## config.mk

```make
export PLATFORM = sky130hd
export DESIGN_NAME = uart_tx_fifo
export DESIGN_NICKNAME = d
export VERILOG_FILES = /design/src/rtl/uart_tx_fifo.sv
export SDC_FILE = /design/constraint.sdc
export NUM_CORES = 1
export LEC_CHECK = 0
export CAP_MARGIN = 30
export CORE_UTILIZATION = 60
export CTS_CLUSTER_DIAMETER = 50
export DETAILED_ROUTE_END_ITERATION = 7
export PLACE_DENSITY = 0.9
export SLEW_MARGIN = 20
export SYNTH_ARGS = -nofsm -noshare
export SYNTH_HDL_FRONTEND = slang
export SYNTH_SLANG_ARGS = --single-unit
export TNS_END_PERCENT = 1
```

## constraint.sdc

```tcl
create_clock -name clk -period 4.3 [get_ports clk]
set_clock_uncertainty 0.2 [all_clocks]
set_input_delay 1.075 -clock clk [delete_from_list [all_inputs] [get_ports clk]]
set_output_delay 1.075 -clock clk [all_outputs]
set_load 0.02 [all_outputs]
```

## src/rtl/uart_tx_fifo.sv

```systemverilog
// uart_tx_fifo
//   Buffered UART transmitter. Bytes are accepted over a valid/ready handshake,
//   queued in a small FIFO and serialised LSB-first on uart_txd (idle high).
//   Default frame is 8N1; defining UART_TX_PARITY_EN inserts an even-parity bit
//   (8E1, 11 bits per frame).
//
// Parameters
//   CLKS_PER_BIT  clk cycles per UART bit (>= 4)
//   FIFO_DEPTH    FIFO entries (power of 2, >= 2)
//
// Ports
//   clk         system clock, rising edge
//   rst_n       synchronous active-low reset
//   tx_data     byte to queue
//   tx_valid    tx_data valid; write happens on tx_valid & tx_ready
//   tx_ready    FIFO not full (registered count only)
//   uart_txd    serial output, idle high
//   tx_busy     frame in progress or bytes queued
//   fifo_count  bytes queued, excluding the frame in flight
module uart_tx_fifo #(
    parameter int CLKS_PER_BIT = 87,
    parameter int FIFO_DEPTH   = 8
) (
    input  logic                          clk,
    input  logic                          rst_n,
    input  logic [7:0]                    tx_data,
    input  logic                          tx_valid,
    output logic                          tx_ready,
    output logic                          uart_txd,
    output logic                          tx_busy,
    output logic [$clog2(FIFO_DEPTH):0]   fifo_count
);

    localparam int PW = $clog2(FIFO_DEPTH);
    localparam int CW = PW + 1;
    localparam int BW = $clog2(CLKS_PER_BIT);

`ifdef UART_TX_PARITY_EN
    typedef enum logic [2:0] {IDLE, START, DATA, PARITY, STOP} state_t;
`else
    typedef enum logic [2:0] {IDLE, START, DATA, STOP} state_t;
`endif

    state_t          state, state_n;
    logic [7:0]      mem [FIFO_DEPTH];
    logic [PW-1:0]   wr_ptr, rd_ptr;
    logic [CW-1:0]   count, count_n;
    logic [7:0]      shift, shift_n;
    logic [2:0]      bit_idx, bit_idx_n;
    logic [BW-1:0]   baud, baud_n;
    logic            txd_r, txd_n;
    logic            busy_r, busy_n;
    logic            push, pop, bit_end;
`ifdef UART_TX_PARITY_EN
    logic            par, par_n;
`endif

    // Full test uses the registered count only, so a same-cycle pop never
    // frees space for a push.
    assign push    = tx_valid && (count != CW'(FIFO_DEPTH));
    assign bit_end = (baud == BW'(CLKS_PER_BIT - 1));

    always_comb begin
        state_n   = state;
        shift_n   = shift;
        bit_idx_n = bit_idx;
        baud_n    = bit_end ? '0 : baud + BW'(1);
        txd_n     = txd_r;
        pop       = 1'b0;
`ifdef UART_TX_PARITY_EN
        par_n     = par;
`endif
        case (state)
            IDLE: begin
                baud_n = '0;
                txd_n  = 1'b1;
                if (count != '0) begin
                    pop     = 1'b1;
                    shift_n = mem[rd_ptr];
`ifdef UART_TX_PARITY_EN
                    par_n   = ^mem[rd_ptr];
`endif
                    state_n = START;
                    txd_n   = 1'b0;
                end
            end
            START: begin
                if (bit_end) begin
                    state_n   = DATA;
                    bit_idx_n = '0;
                    txd_n     = shift[0];
                end
            end
            DATA: begin
                if (bit_end) begin
                    if (bit_idx == 3'd7) begin
`ifdef UART_TX_PARITY_EN
                        state_n = PARITY;
                        txd_n   = par;
`else
                        state_n = STOP;
                        txd_n   = 1'b1;
`endif
                    end else begin
                        bit_idx_n = bit_idx + 3'd1;
                        shift_n   = shift >> 1;
                        txd_n     = shift[1];
                    end
                end
            end
`ifdef UART_TX_PARITY_EN
            PARITY: begin
                if (bit_end) begin
                    state_n = STOP;
                    txd_n   = 1'b1;
                end
            end
`endif
            STOP: begin
                if (bit_end) begin
                    // Back-to-back: pop straight into START with no idle bit.
                    if (count != '0) begin
                        pop     = 1'b1;
                        shift_n = mem[rd_ptr];
`ifdef UART_TX_PARITY_EN
                        par_n   = ^mem[rd_ptr];
`endif
                        state_n = START;
                        txd_n   = 1'b0;
                    end else begin
                        state_n = IDLE;
                        txd_n   = 1'b1;
                    end
                end
            end
            default: begin
                state_n = IDLE;
                txd_n   = 1'b1;
            end
        endcase
        count_n = count + CW'(push) - CW'(pop);
        busy_n  = (state_n != IDLE) || (count_n != '0);
    end

    always_ff @(posedge clk) begin
        if (!rst_n) begin
            state   <= IDLE;
            wr_ptr  <= '0;
            rd_ptr  <= '0;
            count   <= '0;
            shift   <= '0;
            bit_idx <= '0;
            baud    <= '0;
            txd_r   <= 1'b1;
            busy_r  <= 1'b0;
`ifdef UART_TX_PARITY_EN
            par     <= 1'b0;
`endif
        end else begin
            state   <= state_n;
            count   <= count_n;
            shift   <= shift_n;
            bit_idx <= bit_idx_n;
            baud    <= baud_n;
            txd_r   <= txd_n;
            busy_r  <= busy_n;
`ifdef UART_TX_PARITY_EN
            par     <= par_n;
`endif
            if (push) wr_ptr <= wr_ptr + PW'(1);
            if (pop)  rd_ptr <= rd_ptr + PW'(1);
        end
    end

    always_ff @(posedge clk) begin
        if (rst_n && push) mem[wr_ptr] <= tx_data;
    end

    assign tx_ready   = (count != CW'(FIFO_DEPTH));
    assign uart_txd   = txd_r;
    assign tx_busy    = busy_r;
    assign fifo_count = count;

endmodule
```

Word-level counts from Yosys, hierarchy flattened
Memory sizes are Yosys's and may differ from the RTL's. A register that Yosys moved wholly into a read port is not among the register bits.
Index checks and enable logic that the tools add are counted.
{"block": "classes", "add_sub_neg": 6, "eq_ne": 10, "muxes": 29, "n_bitwise": 1, "n_reduce_logical": 13}
{"operator": "$mux W8", "n": 4}
{"operator": "$mux W3", "n": 10}
{"operator": "$pmux W8 S3", "n": 1}
{"operator": "$pmux W3 S4", "n": 1}
{"operator": "$mux W1", "n": 10}
{"operator": "$add A3 B1 Y3 const B", "n": 3}
{"operator": "$ne A2 B2 Y1 const B", "n": 4}
{"operator": "$reduce_and A4 Y1", "n": 2}
{"operator": "$reduce_bool A4 Y1", "n": 2}
{"operator": "$add A7 B1 Y7 const B", "n": 1}
{"operator": "$eq A7 B7 Y1 const B", "n": 1}
{"operator": "$eq A3 B2 Y1 const B", "n": 2}
{"operator": "$pmux W3 S2", "n": 1}
{"operator": "$reduce_bool A3 Y1", "n": 2}
{"operator": "$add A4 B1 Y4", "n": 1}
{"operator": "$ne A4 B4 Y1 const B", "n": 1}
{"operator": "$pmux W1 S4", "n": 1}
{"operator": "$sub A4 B1 Y4", "n": 1}
{"operator": "$eq A3 B1 Y1 const B", "n": 1}
{"operator": "$eq A3 B3 Y1 const B", "n": 1}
{"operator": "$logic_not A3 Y1", "n": 1}
{"operator": "$reduce_and A3 Y1", "n": 1}
{"operator": "$reduce_or A3 Y1", "n": 1}
{"operator": "$logic_and A1 B1 Y1", "n": 2}
{"operator": "4 further kinds", "n": 4}
{"block": "word_totals", "register_bits": 33, "ram_bits": 64, "in_bits": 11, "out_inout_bits": 7, "elab_cells": 69, "n_memories": 1}
{"memory": "mem", "words": 8, "word_bits": 8, "rd": 1, "rd_ports_with_merged_regs": 1, "wr": 1, "line": "45", "rtl": "logic [7:0] mem [FIFO_DEPTH];"}

Longest topological paths before layout
{"block": "depth", "ltp_word": 7, "mapped_depth": 12, "mapped_depth_nobuf": 12}

Worst setup path before layout
OpenSTA, ideal clock, no wires.
{"block": "synth_path", "path_kind": "register to register", "from": "register count[2], in the netlist fifo_count[2]", "to": "register busy_r, in the netlist tx_busy", "setup_ps": 120, "arrival_ps": 2983, "required_time_ps": 3980, "slack_ps": 998, "path_stages_with_launch": 12, "n_path_buf": 0, "period_less_slack_ps": 3302, "path_cell_list": "dfxtp_1 > inv_1 > ha_1 > nor3b_2 > nor3_1 > o21ai_2 > xor2_1 > ha_1 > fa_1 > xor2_1 > or4_1 > a211o_1"}
{"block": "synth_via", "elab_chain_cells": 7, "elab_cells_between_ends": 15, "classes_between": "add/sub (2); eq/ne (1); mux (7); reduce/logical (5)"}
{"element": "from (decl)", "line": "47", "rtl": "logic [CW-1:0] count, count_n;"}
{"element": "from (signal assigned)", "line": "161", "rtl": "count <= count_n;"}
{"element": "parallel branches: the longest is 6 deep, another holds $add A4 B1 Y4"}
{"element": "$logic_or A1 B1 Y1 (*)", "line": "142", "rtl": "busy_n = (state_n != IDLE) || (count_n != '0);"}
{"element": "to (signal assigned)", "line": "166", "rtl": "busy_r <= busy_n;"}
{"element": "to (decl)", "line": "52", "rtl": "logic busy_r, busy_n;"}
Mark *: on every way between the ends.
A chain may end at the register's enable or synchronous reset.

Final worst setup path
{"block": "layout_path", "from": "input port tx_valid", "to": "register busy_r, in the netlist tx_busy"}
{"block": "layout_via", "elab_chain_cells": 5}
{"element": "from (decl)", "line": "27", "rtl": "input logic tx_valid,"}
{"element": "$logic_and A1 B1 Y1", "line": "60", "rtl": "assign push = tx_valid && (count != CW'(FIFO_DEPTH));"}
{"element": "$add A4 B1 Y4", "line": "141", "rtl": "count_n = count + CW'(push) - CW'(pop);"}
{"element": "$sub A4 B1 Y4", "line": "141"}
{"element": "$reduce_bool A4 Y1", "line": "142"}
{"element": "$logic_or A1 B1 Y1", "line": "142"}
No other way between the ends.

==> out/results.tsv <==
metric	value	unit
status	completed	
Main synth FF type	edfxtp_1	
number of setup buffers added after CTS	0	
largest net degree at the start of global routing	30	
synthesized instance count	316	
switch share	29.4	%
max_cap viols	0	
Sequential Power Share	53.3	%
Min-Delay Path Class	reg -> reg	
clock share of power	25.9	%
number of global-route vias before repair	2484	
count of different cell masters after synthesis	53	
required time of the critical path	4.36	ns
H-tree depth	3	
vias	2520	
TritonCTS clock tree	yes	
number of synthesized flops with an enable pin	64	
Clock Path Buffers	2	
top post-synthesis cells by area	edfxtp_1 (45%), dfxtp_1 (17%), mux2i_1 (7.3%)	
nets	367	
Slew Viols, Final	0	
WL per Instance	17.1	um
critical path arrival	3.55	ns
clock slew at reported path FFs	0.10	ns
GRT Total Usage	22.4	%
Max stage delay on crit path	0.52	ns
Ports	18	
layout cells sized above 1	12.3	%
fin crit period	3.49	ns
VDD IR max	0.347	mV
most frequent CP cell	xor2_1	
Startpoint Class	input pin	
crit path cell chain	clkdlybuf4s50_1 -> nand2_1 -> xor2_1 -> ha_1 -> fa_1 -> xor2_1 -> or4_1 -> a211o_1	
root buf cell	clkbuf_8	
ant diodes	0	
achievable frequency	0.287	GHz
synthesized cell area	0.00423	mm2
Layout area overhead	11.9	%
DR vias/cell	5.66	
I/O Buffers	17	
Leak	0.00164	uW
Critical Path Fanout Max	8	
syn avg cell area	13.4	um2
Iter 0 DRT Violations	189	
DRC viols	0	
detailed placement HPWL	4990	um
Worst Tran Pin Value	0.670	ns
GR Util met1	27.6	%
first-pass GRT wire length	12100	um
drt pass-1 iters	4	
Yosys top cell by area	edfxtp_1	
met2 Usage GRT	38.0	%
syn_nets	339	
total grt overflow	0	
Pwr Density	461	mW/mm2
die area	0.00738	mm2
GPL Wtd Cong	0.787	
ys async rst share	0	%
final period utilization	81.1	%
Rel. slew slack	55.1	%
Psw	641	uW
Yosys top cell area share	45.5	%
final hold violations	0	
Global Route met3 Usage	6.74	%
final setup vio count	0	
sum of negative setup slack	0	ns
Initial Util	62.2	%
Power, Total	2180	uW
CTS resizes	0	
Post-Layout Inst Area	0.00473	mm2
Placed Area	0.00454	mm2
antenna violations before repair	0	
clock buffer count from CTS	9	
ANT nets after route	0	
final WL	7600	um
unrepaired setup endpoints after global routing	false	
Combinational Power Share	20.7	%
critical path type	in -> reg	
# hold bufs at CTS	0	
Skew-Pair Late Insertion Delay	0.36	ns
Max stage delay cell, worst path	clkdlybuf4s50_1	
core area	0.00679	mm2
#FFs+latches synth	100	
Synth Warn #	0	
Sink Count	100	
internal power	1540	uW
Die Wd	85.9	um
DIE HEIGHT	85.9	um
endpoint class of the critical path	register	
global route hottest layer	met2	
Seq/Total Area, Yosys	62.5	%
Rows	30	
==> power by group through the flow <==
stage               logic (uW)  clock network, uW  registers [uW]
CTS                        453                574            1160
global route               497                613            1170
floorplan                  298                  0            1190
global placement           425                  0            1180
finish                     452                565            1160
detailed placement         451                  0            1180
==> cells in the mapped netlist, types with 2 or more instances <==
| cell type | n |
|---|---|
| a21boi_1 | 3 |
| ha_1 | 11 |
| xor2_1 | 6 |
| nor4_1 | 2 |
| dfxtp_1 | 36 |
| mux2i_1 | 31 |
| nand2b_1 | 3 |
| a31oi_1 | 8 |
| xnor2_1 | 8 |
| clkbuf_1 | 5 |
| buf_2 | 3 |
| nor2b_1 | 4 |
| o21ai_1 | 5 |
| inv_1 | 5 |
| edfxtp_1 | 64 |
| and2_1 | 12 |
| nor2_1 | 16 |
| mux4_2 | 2 |
| or2_1 | 2 |
| nand3_1 | 14 |
| nand2_1 | 21 |
| buf_4 | 2 |
| nor3_1 | 7 |
| a22oi_1 | 14 |
| o21ai_0 | 4 |
==> per-stage QoR <==
stage / setup slack (ns) / instances / hold WS [ns] / utilization (%)
3_5_place_dp: 0.437 / 428 / 0.248 / 66.8
5_1_grt: 0.754 / 445 / 0.285 / 69.6
3_3_place_gp: 0.519 / 427 / 0.238 / 66.5
6_report: 0.815 / 445 / 0.259 / 69.6
2_1_floorplan: 0.998 / 316 / 0.226 / -
4_1_cts: 0.821 / 444 / 0.261 / 69.5
==> placed cells by master (no fill, tap or decap), types with 3 or more instances in the layout <==
| master | count |
|---|---|
| nor3_1 | 7 |
| o21ai_0 | 4 |
| nand2b_1 | 3 |
| a21boi_1 | 3 |
| o21ai_1 | 5 |
| clkbuf_8 | 9 |
| xnor2_1 | 8 |
| nor2_1 | 16 |
| a31oi_1 | 8 |
| inv_1 | 5 |
| ha_1 | 11 |
| mux2i_1 | 31 |
| dfxtp_1 | 36 |
| edfxtp_1 | 64 |
| inv_6 | 3 |
| buf_4 | 10 |
| nor2b_1 | 4 |
| clkdlybuf4s50_1 | 17 |
| and2_1 | 12 |
| nand3_1 | 14 |
| xor2_1 | 6 |
| a22oi_1 | 14 |
| nand2_1 | 21 |
==> logic make-up after synthesis <==
kind of cell | Yosys count | synth area share [%]
multiplexers | 34 | 8.67
XOR/XNOR | 14 | 2.90
AND/OR/NAND/NOR | 93 | 12.3
other | 1 | 0.0887
adder cells (fa/ha/maj) | 12 | 3.73
AO/OA/AOI/OAI | 45 | 7.79
flip-flops | 100 | 62.5
buffers and inverters | 17 | 2.04
==> worst max-delay path, delay by kind of cell <==
kind                     cells  cell delay (ns)
adder cells (fa/ha/maj)      2             0.61
buffers and inverters        1             0.52
AO/OA/AOI/OAI                1             0.29
XOR/XNOR                     2             0.37
AND/OR/NAND/NOR              2             0.68
==> layer usage <==
metal	routed length, um	up-vias
met1	3180	1223
li1	-	1226
met4	88	0
met2	3870	63
met5	0	-
met3	457	8
==> flip-flops by register name, summed over array words and instances, names as in the netlist, named ones only <==
| signal | flops |
|---|---|
| uart_txd | 1 |
| mem | 64 |
| shift | 8 |
| bit_idx | 3 |
| fifo_count | 4 |
| wr_ptr | 3 |
| tx_busy | 1 |
| baud | 7 |
| rd_ptr | 3 |
| state | 3 |
==> final timing paths <==
kind	endpoint	slack [ns]	from	cells past startpoint
min reg2reg	bit_idx[1]	0.26	bit_idx[1]	2
max	tx_busy	0.81	tx_valid	8
min	bit_idx[1]	0.26	bit_idx[1]	2
max reg2reg	tx_busy	0.89	fifo_count[2]	11
==> area by class of cell <==
| cell class | count | area [um2] |
|---|---|---|
| timing repair buffer | 28 | 260 |
| clock inverter | 7 | 62.6 |
| tap | 96 | 120 |
| inverter | 6 | 22.5 |
| sequential | 100 | 2640 |
| multi-input combinational | 199 | 1500 |
| fill | 478 | 2060 |
| clock buffer | 9 | 124 |
(Power assumes the default switching activity.)
